File: src/rtl/mem_lsu_if.sv
// Core-side request/response bundle and RAM-side bus of the load/store unit.
// slave is the LSU's view; master is the core plus RAM environment.
interface mem_lsu_if;
  logic        req_valid;
  logic        req_ready;
  logic        req_we;
  logic [1:0]  req_size;
  logic        req_unsigned;
  logic [31:0] req_addr;
  logic [31:0] req_wdata;
  logic        resp_valid;
  logic [31:0] resp_rdata;
  logic [1:0]  resp_err;
  logic        mem_r_en;
  logic [31:0] mem_r_addr;
  logic [31:0] mem_r_data;
  logic        mem_w_en;
  logic [31:0] mem_w_addr;
  logic [31:0] mem_w_data;
  logic [1:0]  mem_state;

  modport slave (
    input  req_valid, req_we, req_size, req_unsigned, req_addr, req_wdata,
    output req_ready, resp_valid, resp_rdata, resp_err,
    output mem_r_en, mem_r_addr, mem_w_en, mem_w_addr, mem_w_data,
    input  mem_r_data, mem_state
  );

  modport master (
    output req_valid, req_we, req_size, req_unsigned, req_addr, req_wdata,
    input  req_ready, resp_valid, resp_rdata, resp_err,
    input  mem_r_en, mem_r_addr, mem_w_en, mem_w_addr, mem_w_data,
    output mem_r_data, mem_state
  );
endinterface

File: src/rtl/mem_lsu.sv
// Load/store unit: turns byte/half/word core requests into aligned word RAM
// accesses, using read-modify-write for sub-word stores.
module mem_lsu #(
  parameter logic [31:0] MEM_BASE = 32'h0000_0000,
  parameter              NAME     = ""
) (
  input  logic       i_clk,
  input  logic       i_rst,
  mem_lsu_if.slave   io_bus
);

  typedef enum logic [2:0] {
    S_IDLE = 3'd0,
    S_RD   = 3'd1,
    S_RCHK = 3'd2,
    S_WR   = 3'd3,
    S_WCHK = 3'd4,
    S_RESP = 3'd5
  } state_t;

  if (NAME != "") begin : g_named
  end

  state_t      r_state;
  logic        r_req_ready;
  logic        r_resp_valid;
  logic [31:0] r_resp_rdata;
  logic [1:0]  r_resp_err;
  logic        r_mem_r_en;
  logic        r_mem_w_en;
  logic [31:0] r_mem_w_data;
  logic        r_we;
  logic [1:0]  r_size;
  logic        r_unsigned;
  logic [1:0]  r_lane;
  logic [31:0] r_word_addr;
  logic [31:0] r_wdata;

  state_t      w_state_nxt;
  logic [31:0] w_rdata_nxt;
  logic [1:0]  w_err_nxt;
  logic [31:0] w_wdata_nxt;
  logic [31:0] w_off;
  logic        w_accept;

  function automatic logic f_misaligned(input logic [1:0] size, input logic [1:0] off);
    logic bad;
    case (size)
      2'b00:   bad = 1'b0;
      2'b01:   bad = off[0];
      2'b10:   bad = (off != 2'b00);
      default: bad = 1'b1;
    endcase
    return bad;
  endfunction

  function automatic logic [31:0] f_extract(input logic [31:0] data, input logic [1:0] size,
                                            input logic [1:0] lane, input logic uns);
    logic [7:0]  b;
    logic [15:0] h;
    logic [31:0] res;
    case (lane)
      2'd0:    b = data[7:0];
      2'd1:    b = data[15:8];
      2'd2:    b = data[23:16];
      2'd3:    b = data[31:24];
      default: b = 8'h00;
    endcase
    h = lane[1] ? data[31:16] : data[15:0];
    case (size)
      2'b00:   res = uns ? {24'h00_0000, b} : {{24{b[7]}}, b};
      2'b01:   res = uns ? {16'h0000, h} : {{16{h[15]}}, h};
      default: res = data;
    endcase
    return res;
  endfunction

  // Little-endian lane merge of right-justified store data into the read word.
  function automatic logic [31:0] f_merge(input logic [31:0] old, input logic [31:0] wd,
                                          input logic [1:0] size, input logic [1:0] lane);
    logic [31:0] res;
    res = old;
    case (size)
      2'b00: begin
        case (lane)
          2'd0:    res[7:0]   = wd[7:0];
          2'd1:    res[15:8]  = wd[7:0];
          2'd2:    res[23:16] = wd[7:0];
          2'd3:    res[31:24] = wd[7:0];
          default: res = old;
        endcase
      end
      2'b01: begin
        if (lane[1]) begin
          res[31:16] = wd[15:0];
        end else begin
          res[15:0] = wd[15:0];
        end
      end
      default: res = wd;
    endcase
    return res;
  endfunction

  assign w_off    = io_bus.req_addr - MEM_BASE;
  assign w_accept = io_bus.req_valid && r_req_ready;

  // Next-state and next-output decode.
  always_comb begin
    w_state_nxt = r_state;
    w_rdata_nxt = r_resp_rdata;
    w_err_nxt   = r_resp_err;
    w_wdata_nxt = r_mem_w_data;
    case (r_state)
      S_IDLE: begin
        if (io_bus.req_valid) begin
          if (f_misaligned(io_bus.req_size, w_off[1:0])) begin
            w_state_nxt = S_RESP;
            w_err_nxt   = 2'b11;
            w_rdata_nxt = 32'h0000_0000;
          end else if (io_bus.req_we && (io_bus.req_size == 2'b10)) begin
            w_state_nxt = S_WR;
            w_wdata_nxt = io_bus.req_wdata;
          end else begin
            w_state_nxt = S_RD;
          end
        end else begin
          w_state_nxt = S_IDLE;
        end
      end
      S_RD: w_state_nxt = S_RCHK;
      S_RCHK: begin
        if (io_bus.mem_state != 2'b00) begin
          w_state_nxt = S_RESP;
          w_err_nxt   = io_bus.mem_state;
          w_rdata_nxt = 32'h0000_0000;
        end else if (!r_we) begin
          w_state_nxt = S_RESP;
          w_err_nxt   = 2'b00;
          w_rdata_nxt = f_extract(io_bus.mem_r_data, r_size, r_lane, r_unsigned);
        end else begin
          w_state_nxt = S_WR;
          w_wdata_nxt = f_merge(io_bus.mem_r_data, r_wdata, r_size, r_lane);
        end
      end
      S_WR: w_state_nxt = S_WCHK;
      S_WCHK: begin
        w_state_nxt = S_RESP;
        w_err_nxt   = io_bus.mem_state;
        w_rdata_nxt = 32'h0000_0000;
      end
      S_RESP:  w_state_nxt = S_IDLE;
      default: w_state_nxt = S_IDLE;
    endcase
  end

  // State, registered outputs and captured request fields.
  always_ff @(posedge i_clk or posedge i_rst) begin
    if (i_rst) begin
      r_state      <= S_IDLE;
      r_req_ready  <= 1'b1;
      r_resp_valid <= 1'b0;
      r_resp_rdata <= 32'h0000_0000;
      r_resp_err   <= 2'b00;
      r_mem_r_en   <= 1'b0;
      r_mem_w_en   <= 1'b0;
      r_mem_w_data <= 32'h0000_0000;
      r_we         <= 1'b0;
      r_size       <= 2'b00;
      r_unsigned   <= 1'b0;
      r_lane       <= 2'b00;
      r_word_addr  <= 32'h0000_0000;
      r_wdata      <= 32'h0000_0000;
    end else begin
      r_state      <= w_state_nxt;
      r_req_ready  <= (w_state_nxt == S_IDLE);
      r_resp_valid <= (w_state_nxt == S_RESP);
      r_mem_r_en   <= (w_state_nxt == S_RD);
      r_mem_w_en   <= (w_state_nxt == S_WR);
      r_resp_rdata <= w_rdata_nxt;
      r_resp_err   <= w_err_nxt;
      r_mem_w_data <= w_wdata_nxt;
      if (w_accept) begin
        r_we        <= io_bus.req_we;
        r_size      <= io_bus.req_size;
        r_unsigned  <= io_bus.req_unsigned;
        r_lane      <= w_off[1:0];
        r_word_addr <= {w_off[31:2], 2'b00};
        r_wdata     <= io_bus.req_wdata;
      end
    end
  end

  assign io_bus.req_ready  = r_req_ready;
  assign io_bus.resp_valid = r_resp_valid;
  assign io_bus.resp_rdata = r_resp_rdata;
  assign io_bus.resp_err   = r_resp_err;
  assign io_bus.mem_r_en   = r_mem_r_en;
  assign io_bus.mem_r_addr = r_word_addr;
  assign io_bus.mem_w_en   = r_mem_w_en;
  assign io_bus.mem_w_addr = r_word_addr;
  assign io_bus.mem_w_data = r_mem_w_data;

endmodule

File: src/flat_wrapper.sv
// flat-port wrapper written by rule: the top's interface ports become plain ports
module mem_lsu_flat 
#(
  parameter logic [31:0] MEM_BASE = 32'h0000_0000,
  parameter              NAME     = ""
)
  (i_clk, i_rst, io_bus_req_valid, io_bus_req_we, io_bus_req_size, io_bus_req_unsigned, io_bus_req_addr, io_bus_req_wdata, io_bus_req_ready, io_bus_resp_valid, io_bus_resp_rdata, io_bus_resp_err, io_bus_mem_r_en, io_bus_mem_r_addr, io_bus_mem_w_en, io_bus_mem_w_addr, io_bus_mem_w_data, io_bus_mem_r_data, io_bus_mem_state);
  mem_lsu_if io_bus_i ();
  input  logic i_clk;
  input  logic i_rst;
  input wire logic [$bits(io_bus_i.req_valid)-1:0] io_bus_req_valid;
  input wire logic [$bits(io_bus_i.req_we)-1:0] io_bus_req_we;
  input wire logic [$bits(io_bus_i.req_size)-1:0] io_bus_req_size;
  input wire logic [$bits(io_bus_i.req_unsigned)-1:0] io_bus_req_unsigned;
  input wire logic [$bits(io_bus_i.req_addr)-1:0] io_bus_req_addr;
  input wire logic [$bits(io_bus_i.req_wdata)-1:0] io_bus_req_wdata;
  output wire logic [$bits(io_bus_i.req_ready)-1:0] io_bus_req_ready;
  output wire logic [$bits(io_bus_i.resp_valid)-1:0] io_bus_resp_valid;
  output wire logic [$bits(io_bus_i.resp_rdata)-1:0] io_bus_resp_rdata;
  output wire logic [$bits(io_bus_i.resp_err)-1:0] io_bus_resp_err;
  output wire logic [$bits(io_bus_i.mem_r_en)-1:0] io_bus_mem_r_en;
  output wire logic [$bits(io_bus_i.mem_r_addr)-1:0] io_bus_mem_r_addr;
  output wire logic [$bits(io_bus_i.mem_w_en)-1:0] io_bus_mem_w_en;
  output wire logic [$bits(io_bus_i.mem_w_addr)-1:0] io_bus_mem_w_addr;
  output wire logic [$bits(io_bus_i.mem_w_data)-1:0] io_bus_mem_w_data;
  input wire logic [$bits(io_bus_i.mem_r_data)-1:0] io_bus_mem_r_data;
  input wire logic [$bits(io_bus_i.mem_state)-1:0] io_bus_mem_state;
  assign io_bus_i.req_valid = io_bus_req_valid;
  assign io_bus_i.req_we = io_bus_req_we;
  assign io_bus_i.req_size = io_bus_req_size;
  assign io_bus_i.req_unsigned = io_bus_req_unsigned;
  assign io_bus_i.req_addr = io_bus_req_addr;
  assign io_bus_i.req_wdata = io_bus_req_wdata;
  assign io_bus_req_ready = io_bus_i.req_ready;
  assign io_bus_resp_valid = io_bus_i.resp_valid;
  assign io_bus_resp_rdata = io_bus_i.resp_rdata;
  assign io_bus_resp_err = io_bus_i.resp_err;
  assign io_bus_mem_r_en = io_bus_i.mem_r_en;
  assign io_bus_mem_r_addr = io_bus_i.mem_r_addr;
  assign io_bus_mem_w_en = io_bus_i.mem_w_en;
  assign io_bus_mem_w_addr = io_bus_i.mem_w_addr;
  assign io_bus_mem_w_data = io_bus_i.mem_w_data;
  assign io_bus_i.mem_r_data = io_bus_mem_r_data;
  assign io_bus_i.mem_state = io_bus_mem_state;
  mem_lsu #(.MEM_BASE(MEM_BASE), .NAME(NAME)) u_core (.i_clk(i_clk), .i_rst(i_rst), .io_bus(io_bus_i));
endmodule
File: config.mk
export PLATFORM = sky130hd
export DESIGN_NAME = mem_lsu_flat
export DESIGN_NICKNAME = d
export VERILOG_FILES = /design/src/rtl/mem_lsu_if.sv /design/src/rtl/mem_lsu.sv /design/src/flat_wrapper.sv
export SDC_FILE = /design/constraint.sdc
export NUM_CORES = 1
export LEC_CHECK = 0
export CAP_MARGIN = 20
export CORE_ASPECT_RATIO = 0.8
export CORE_MARGIN = 1.5
export CORE_UTILIZATION = 45
export CTS_CLUSTER_DIAMETER = 150
export CTS_CLUSTER_SIZE = 24
export DETAILED_ROUTE_END_ITERATION = 16
export PLACE_DENSITY = 0.78
export SETUP_SLACK_MARGIN = 0.5
export SLEW_MARGIN = 20
export SYNTH_ARGS = -nofsm -noshare
export SYNTH_HDL_FRONTEND = slang
export SYNTH_SLANG_ARGS = --single-unit
export TNS_END_PERCENT = 1
File: constraint.sdc
create_clock -name i_clk -period 6.1 [get_ports i_clk]
set_clock_uncertainty 0.05 [all_clocks]
set_input_delay 1.525 -clock i_clk [delete_from_list [all_inputs] [get_ports i_clk]]
set_output_delay 1.525 -clock i_clk [all_outputs]
set_load 0.05 [all_outputs]
==> results of run 1 <==
==> sequential cells by signal, summed over array words and instances, names as in the netlist, 2 cells and up <==
name                      cells
u_core.io_bus.mem_w_data     32
u_core.io_bus.resp_rdata     32
u_core.r_wdata               32
u_core.io_bus.mem_r_addr     30
u_core.r_state                3
u_core.io_bus.resp_err        2
u_core.r_lane                 2
u_core.r_size                 2
==> cells by family after synthesis <==
kind of cell	count (synthesis)	synth area share
buf+inv	133	0.0883
flops	141	0.470
xor+xnor	1	0.00117
simple gates	118	0.0912
mux	101	0.149
other cells	1	0.000499
compound gates	202	0.200
==> through the flow <==
stage / util / total power [mW] / instance area, um2
2_1_floorplan: - / 4.03 / 7520
4_1_cts: 0.627 / 5.98 / 10300
6_report: 0.627 / 5.97 / 10300
5_1_grt: 0.627 / 6.25 / 10300
3_5_place_dp: 0.591 / 4.92 / 9720
3_3_place_gp: 0.591 / 4.88 / 9720
==> layer usage <==
metal  share of wire  GRT usage  up-vias  wire length [um]
li1                -          -     2873                 -
met2            0.45      0.371      324              9720
met5               0          0        -                 0
met3           0.080     0.0595       23              1720
met4           0.014     0.0706        0               294
met1            0.46      0.366     3116              9810
==> layout by cell type, fill, tap and decap left out, drive strengths merged, types with 8 or more instances in the layout <==
master	netlist	routed
dfrtp	140	140
a211oi	22	22
mux2i	23	23
mux2	77	77
nor3	12	12
nor2	10	10
o21ai	22	22
nor2b	15	15
nand2b	17	17
a221oi	18	18
buf	61	11
a22oi	16	16
a21oi	13	13
a21o	9	9
nor3b	9	9
o221ai	8	8
nand3	10	10
inv	39	39
nand2	24	24
clkbuf	33	25
a21boi	14	14
o22ai	25	25
and3	9	9
a41oi	8	8
o2bb2ai	41	41
clkdlybuf4s50	0	234
==> cell type report <==
class | count | share of cell area
Inverter | 39 | 0.0147
Timing Repair Buffer | 245 | 0.235
Tap cell | 220 | 0.0267
Multi-Input combinational cell | 426 | 0.324
Clock buffer | 25 | 0.0490
Sequential cell | 141 | 0.342
Clock inverter | 6 | 0.00801
==> where the power goes <==
group | total (mW) | internal, mW | switching (mW)
Sequential | 1.66 | 1.30 | 0.356
Clock | 1.03 | 0.652 | 0.382
Combinational | 3.28 | 1.21 | 2.07
Total | 5.97 | 3.16 | 2.81
==> final timing paths <==
path,end,slack [ns],depth (start not counted)
setup / recovery,io_bus_req_ready,2.76,1
hold / removal,u_core.io_bus.resp_rdata[14],0.44,1
setup reg to reg,u_core.io_bus.mem_w_data[4],3.57,4
hold reg to reg,u_core.io_bus.resp_rdata[14],0.44,1
max in group asynchronous,u_core.r_wdata[14],3.53,3
min in group asynchronous,u_core.io_bus.mem_r_addr[10],1.51,2
==> out/results.tsv, run 1 <==
stage	metric	value	unit
run_status	status	complete, no violations	
synth	mappedNetlistArea	0.00751	mm2
layout	drive_above_1_share	0.147	
sta	setup_ws	2.76	ns
pwr	power.density	579	mW/mm2
synth	synthTopCellsByCount	dfrtp_1, mux2_2, o2bb2ai_1	
worst_setup_path	end_kind	output port	
place	placement.io_buffers	234	
synth	async_flop_share	1.00	
synth	yosysTopAreaCell	dfrtp_1	
floorplan	die_w	147	um
worst_setup_path	cp_num_buf_inv	1	
run	maxCapViolations	0	
floorplan	num_rows	42	
sta	whs	0.439	ns
worst_setup_path	crit_family	buffers and inverters	
worst_setup_path	start_kind	flip-flop	
route	first_iter_violations	649	
clock_network	cts_setup_buffers	0	
sta	fin_crit_sh	0.547	
global_route	overflow	0	
route	wirelength	21500	um
worst_setup_path	worstSetupPathType	reg -> out	
place	detailed_place_hpwl	15100	um
pwr	leakagePower	4.32	nW
worst_setup_path	crit_path_start	u_core.io_bus.req_ready	
route	num_vias	6336	
worst_setup_path	critPathArrivalTime	1.76	ns
layout	multi_input_area	0.00334	mm2
clock_network	cts_hold_buf	0	
synth	ys_seq_elements	141	
global_route	grt_max_degree	69	
worst_setup_path	required	4.53	ns
sta	drv_slew	0	
layout	nFillCells	1307	
clock_network	cts_inserted_buffers	17	
global_route	grt_pass1_wl	33800	um
floorplan	num_io_pins	239	
synth	synth.avg_cell_area	10.8	um2
floorplan	core	0.0164	mm2
layout	final_nets	975	
global_route	grt_use_total	0.251	
clock_network	cts-resized-gates	0	
sta	slew_headroom	0.298	
place	dpl.cell_count	1071	
sta	fmax	300	MHz
clock_network	clk_path_buf_depth	2	
synth	dominantRegCellSynth	dfrtp_1	
worst_setup_path	cp_max_fo	2	
route	viasPerCell	5.75	
synth	synth_cell_types	45	
sta	tns	0	ns
synth	netlist_instances	697	
sta	min_period	3.34	ns
clock_network	cts.clk_slew.worst_paths	0.06	ns
sta	hold_viol	0	
layout	syn_to_final_growth	37.3	%
clock_network	cts_tree	yes	
synth	synth_area_leaders	dfrtp_1, mux2_2, o2bb2ai_1	
sta	rsz0062_at_grt	no	
place	gp_congestion	0.858	
clock_network	h-tree-depth	4	
synth	synth_seq_area_share	0.470	
route	ant_nets	0	
pwr	peakVddDrop	0.305	mV
min_path	hp-class	reg -> reg	
layout	regArea	0.00353	mm2
route	drt-pass1-iter-count	5	
clock_network	cts-root-buf	clkbuf_16	
clock_network	clk_latency	0.42	ns
worst_setup_path	crit_path_max_incr_delay	0.80	ns
worst_setup_path	reg2reg_from	u_core.r_lane[0]	
global_route	grt_pass1_vias	5986	
floorplan	dieArea	0.0175	mm2
global_route	antenna_found_initial	0	
synth	yosys_warnings	0	
sta	finalSetupViolCount	0	
layout	n_antenna_cell	0	
worst_setup_path	cpMaxStageDelayCell	clkdlybuf4s50_1	
floorplan	die_h	119	um
synth	synth-edff-count	0	
route	drc	0	
synth	yosys.area.top_type_share	0.467	
place	post-place-ws	2.43	ns
layout	final_cells	1102	
sta	max_slew.worst_pin.slew	1.05	ns
min_path	min_from	u_core.io_bus.resp_rdata[14]	
clock_network	cts_num_sinks	141	
synth	yosysMostFrequentCell	dfrtp_1	
route	avgRoutedWirePerCell	19.6	um
floorplan	start_util	0.456	
worst_setup_path	path_cells	clkdlybuf4s50_1	
No activity file was read; power rests on OpenSTA's default activity.
==> run 2: changes to the inputs <==
--- a/config.mk
+++ b/config.mk
@@ -8,7 +8,7 @@
 export CAP_MARGIN = 20
 export CORE_ASPECT_RATIO = 0.8
 export CORE_MARGIN = 1.5
-export CORE_UTILIZATION = 45
+export CORE_UTILIZATION = 43
 export CTS_CLUSTER_DIAMETER = 150
 export CTS_CLUSTER_SIZE = 24
 export DETAILED_ROUTE_END_ITERATION = 16
==> constraint.sdc (replaced) <==
create_clock -name i_clk -period 2.7 [get_ports i_clk]
set_clock_uncertainty 0.05 [all_clocks]
set_input_delay 0.675 -clock i_clk [delete_from_list [all_inputs] [get_ports i_clk]]
set_output_delay 0.675 -clock i_clk [all_outputs]
set_load 0.05 [all_outputs]
==> out/results.tsv, run 2 (same netlist as run 1, synthesis figures left out) <==
stage	metric	value	unit	change
floorplan	start_util	0.436		was 0.456
floorplan	die_w	151	um	was 147 um
min_path	hp-class	reg -> reg		unchanged
layout	nFillCells	1431		was 1307
floorplan	num_io_pins	239		unchanged
route	num_vias	6419		was 6336
place	dpl.cell_count	1091		was 1071
place	detailed_place_hpwl	16000	um	was 15100 um
layout	syn_to_final_growth	40.3	%	was 37.3%
floorplan	core	0.0172	mm2	was 0.0164 mm2
route	wirelength	22400	um	was 21500 um
global_route	antenna_found_initial	0		unchanged
clock_network	h-tree-depth	4		unchanged
worst_setup_path	start_kind	flip-flop		unchanged
route	drt-pass1-iter-count	6		was 5
clock_network	clk_latency	0.41	ns	was 0.42 ns
pwr	leakagePower	4.44	nW	was 4.32 nW
worst_setup_path	crit_path_start	u_core.io_bus.mem_r_addr[28]		was u_core.io_bus.req_ready
route	viasPerCell	5.72		was 5.75
worst_setup_path	cpMaxStageDelayCell	clkdlybuf4s50_1		unchanged
sta	rsz0062_at_grt	yes		was no
worst_setup_path	regToRegSetupSlack	0.46	ns	was 3.57 ns
worst_setup_path	reg2reg_depth	5		was 4
place	placement.io_buffers	234		unchanged
route	first_iter_violations	548		was 649
global_route	grt_max_degree	88		was 69
clock_network	clk_path_buf_depth	2		unchanged
clock_network	cts_num_sinks	141		unchanged
worst_setup_path	cp_num_buf_inv	1		unchanged
place	gp_congestion	0.867		was 0.858
global_route	grt_pass1_wl	34600	um	was 33800 um
layout	multi_input_area	0.00334	mm2	about the same
global_route	grt_pass1_vias	6244		was 5986
worst_setup_path	r2r-end	u_core.io_bus.mem_w_data[5]		was u_core.io_bus.mem_w_data[4]
worst_setup_path	path_cells	clkdlybuf4s50_1		unchanged
clock_network	cts_tree	yes		unchanged
layout	final_nets	990		was 975
floorplan	dieArea	0.0183	mm2	was 0.0175 mm2
clock_network	cts-root-buf	clkbuf_16		unchanged
sta	hold_viol	0		unchanged
layout	drive_above_1_share	0.161		was 0.147
layout	final_cells	1123		was 1102
layout	mostFrequentLayoutCells	clkdlybuf4s50_1, dfrtp_1, mux2_2		unchanged
route	drc	0		unchanged
sta	fmax	426	MHz	
worst_setup_path	critPathArrivalTime	1.62	ns	was 1.76 ns
global_route	grt_use_total	0.250		was 0.251
worst_setup_path	crit_family	buffers and inverters		unchanged
worst_setup_path	reg2reg_from	u_core.r_size[0]		was u_core.r_lane[0]
pwr	power.density	1300	mW/mm2	was 579 mW/mm2
sta	min_period	2.35	ns	
worst_setup_path	end_kind	output port		unchanged
clock_network	cts.clk_slew.worst_paths	0.06	ns	about the same
floorplan	die_h	121	um	was 119 um
clock_network	cts_inserted_buffers	17		unchanged
run_status	status	complete, no violations		unchanged
route	avgRoutedWirePerCell	20.0	um	was 19.6 um
layout	layout_commonest_cell	clkdlybuf4s50_1		unchanged
worst_setup_path	crit_path_end	io_bus_mem_r_addr[28]		was io_bus_req_ready
worst_setup_path	crit_path_max_incr_delay	0.83	ns	was 0.80 ns
sta	tns	0	ns	unchanged
worst_setup_path	crit_cells	1		unchanged
clock_network	cts_hold_buf	0		unchanged
global_route	overflow	0		unchanged
floorplan	num_rows	43		was 42
pwr	peakVddDrop	0.751	mV	was 0.305 mV
worst_setup_path	worstSetupPathType	reg -> out		unchanged
layout	regArea	0.00353	mm2	unchanged
worst_setup_path	cp_max_fo	3		was 2
worst_setup_path	required	1.98	ns	was 4.53 ns
layout	n_antenna_cell	0		unchanged
sta	drv_slew	0		unchanged
sta	finalSetupViolCount	0		unchanged
run	maxCapViolations	0		unchanged
sta	fin_crit_sh	0.869		
route	ant_nets	0		unchanged
sta	slew_headroom	0.538		was 0.298
sta	max_slew.worst_pin.slew	0.692	ns	was 1.05 ns
-- run 2: power by group --
part / leakage [nW] / total, mW / internal, mW / switching, mW
sequential: 1.76 / 3.72 / 2.94 / 0.780
combinational: 2.39 / 7.65 / 2.89 / 4.77
clock: 0.284 / 2.32 / 1.46 / 0.862
total: 4.44 / 13.7 / 7.28 / 6.41
-- run 2: how the worst min path moves through the flow --
stage	slack, ns	cells after the start	startpoint	endpoint
after global placement	0.41	1	u_core.io_bus.resp_rdata[9]	u_core.io_bus.resp_rdata[9]
after floorplan	0.43	1	u_core.r_wdata[16]	u_core.r_wdata[16]
after global routing	0.44	1	u_core.io_bus.resp_rdata[9]	u_core.io_bus.resp_rdata[9]
after CTS	0.43	1	u_core.io_bus.resp_rdata[9]	u_core.io_bus.resp_rdata[9]
after detailed placement	0.42	1	u_core.io_bus.resp_rdata[9]	u_core.io_bus.resp_rdata[9]
final	0.43	1	u_core.io_bus.resp_rdata[9]	u_core.io_bus.resp_rdata[9]
-- run 2: final cells by class --
cell class                 count  area share
sequential                   141       0.335
tap                          225      0.0267
timing repair buffer         260       0.252
multi-input combinational    426       0.317
clock buffer                  26      0.0474
inverter                      39      0.0143
clock inverter                 6     0.00784
-- run 2: through the flow --
step	cell area (um2)	hold WS [ns]	setup slack [ns]	total power, mW	utilization
floorplan	7520	0.429	0.213	9.11	-
global placement	9950	0.414	0.196	11.2	0.578
detailed placement	9950	0.416	0.151	11.3	0.578
CTS	10500	0.429	0.325	13.7	0.611
global route	10500	0.443	0.297	14.3	0.612
finish	10500	0.429	0.353	13.7	0.612
-- run 2: what timing repair did --
action / in CTS / in global routing
pin swaps: 0 / 0
cloned: 0 / 0
resized for setup: 2 / 2
setup endpoints to repair: 131 / 153
buffers inserted: 0 / 0
-- run 2: routing by layer --
| layer | track usage | routed length [um] | up-vias |
|---|---|---|---|
| met5 | 0 | 0 | - |
| met4 | 0.0552 | 208 | 0 |
| met3 | 0.0722 | 2010 | 21 |
| met2 | 0.370 | 10100 | 309 |
| met1 | 0.363 | 10100 | 3176 |
| li1 | - | - | 2913 |
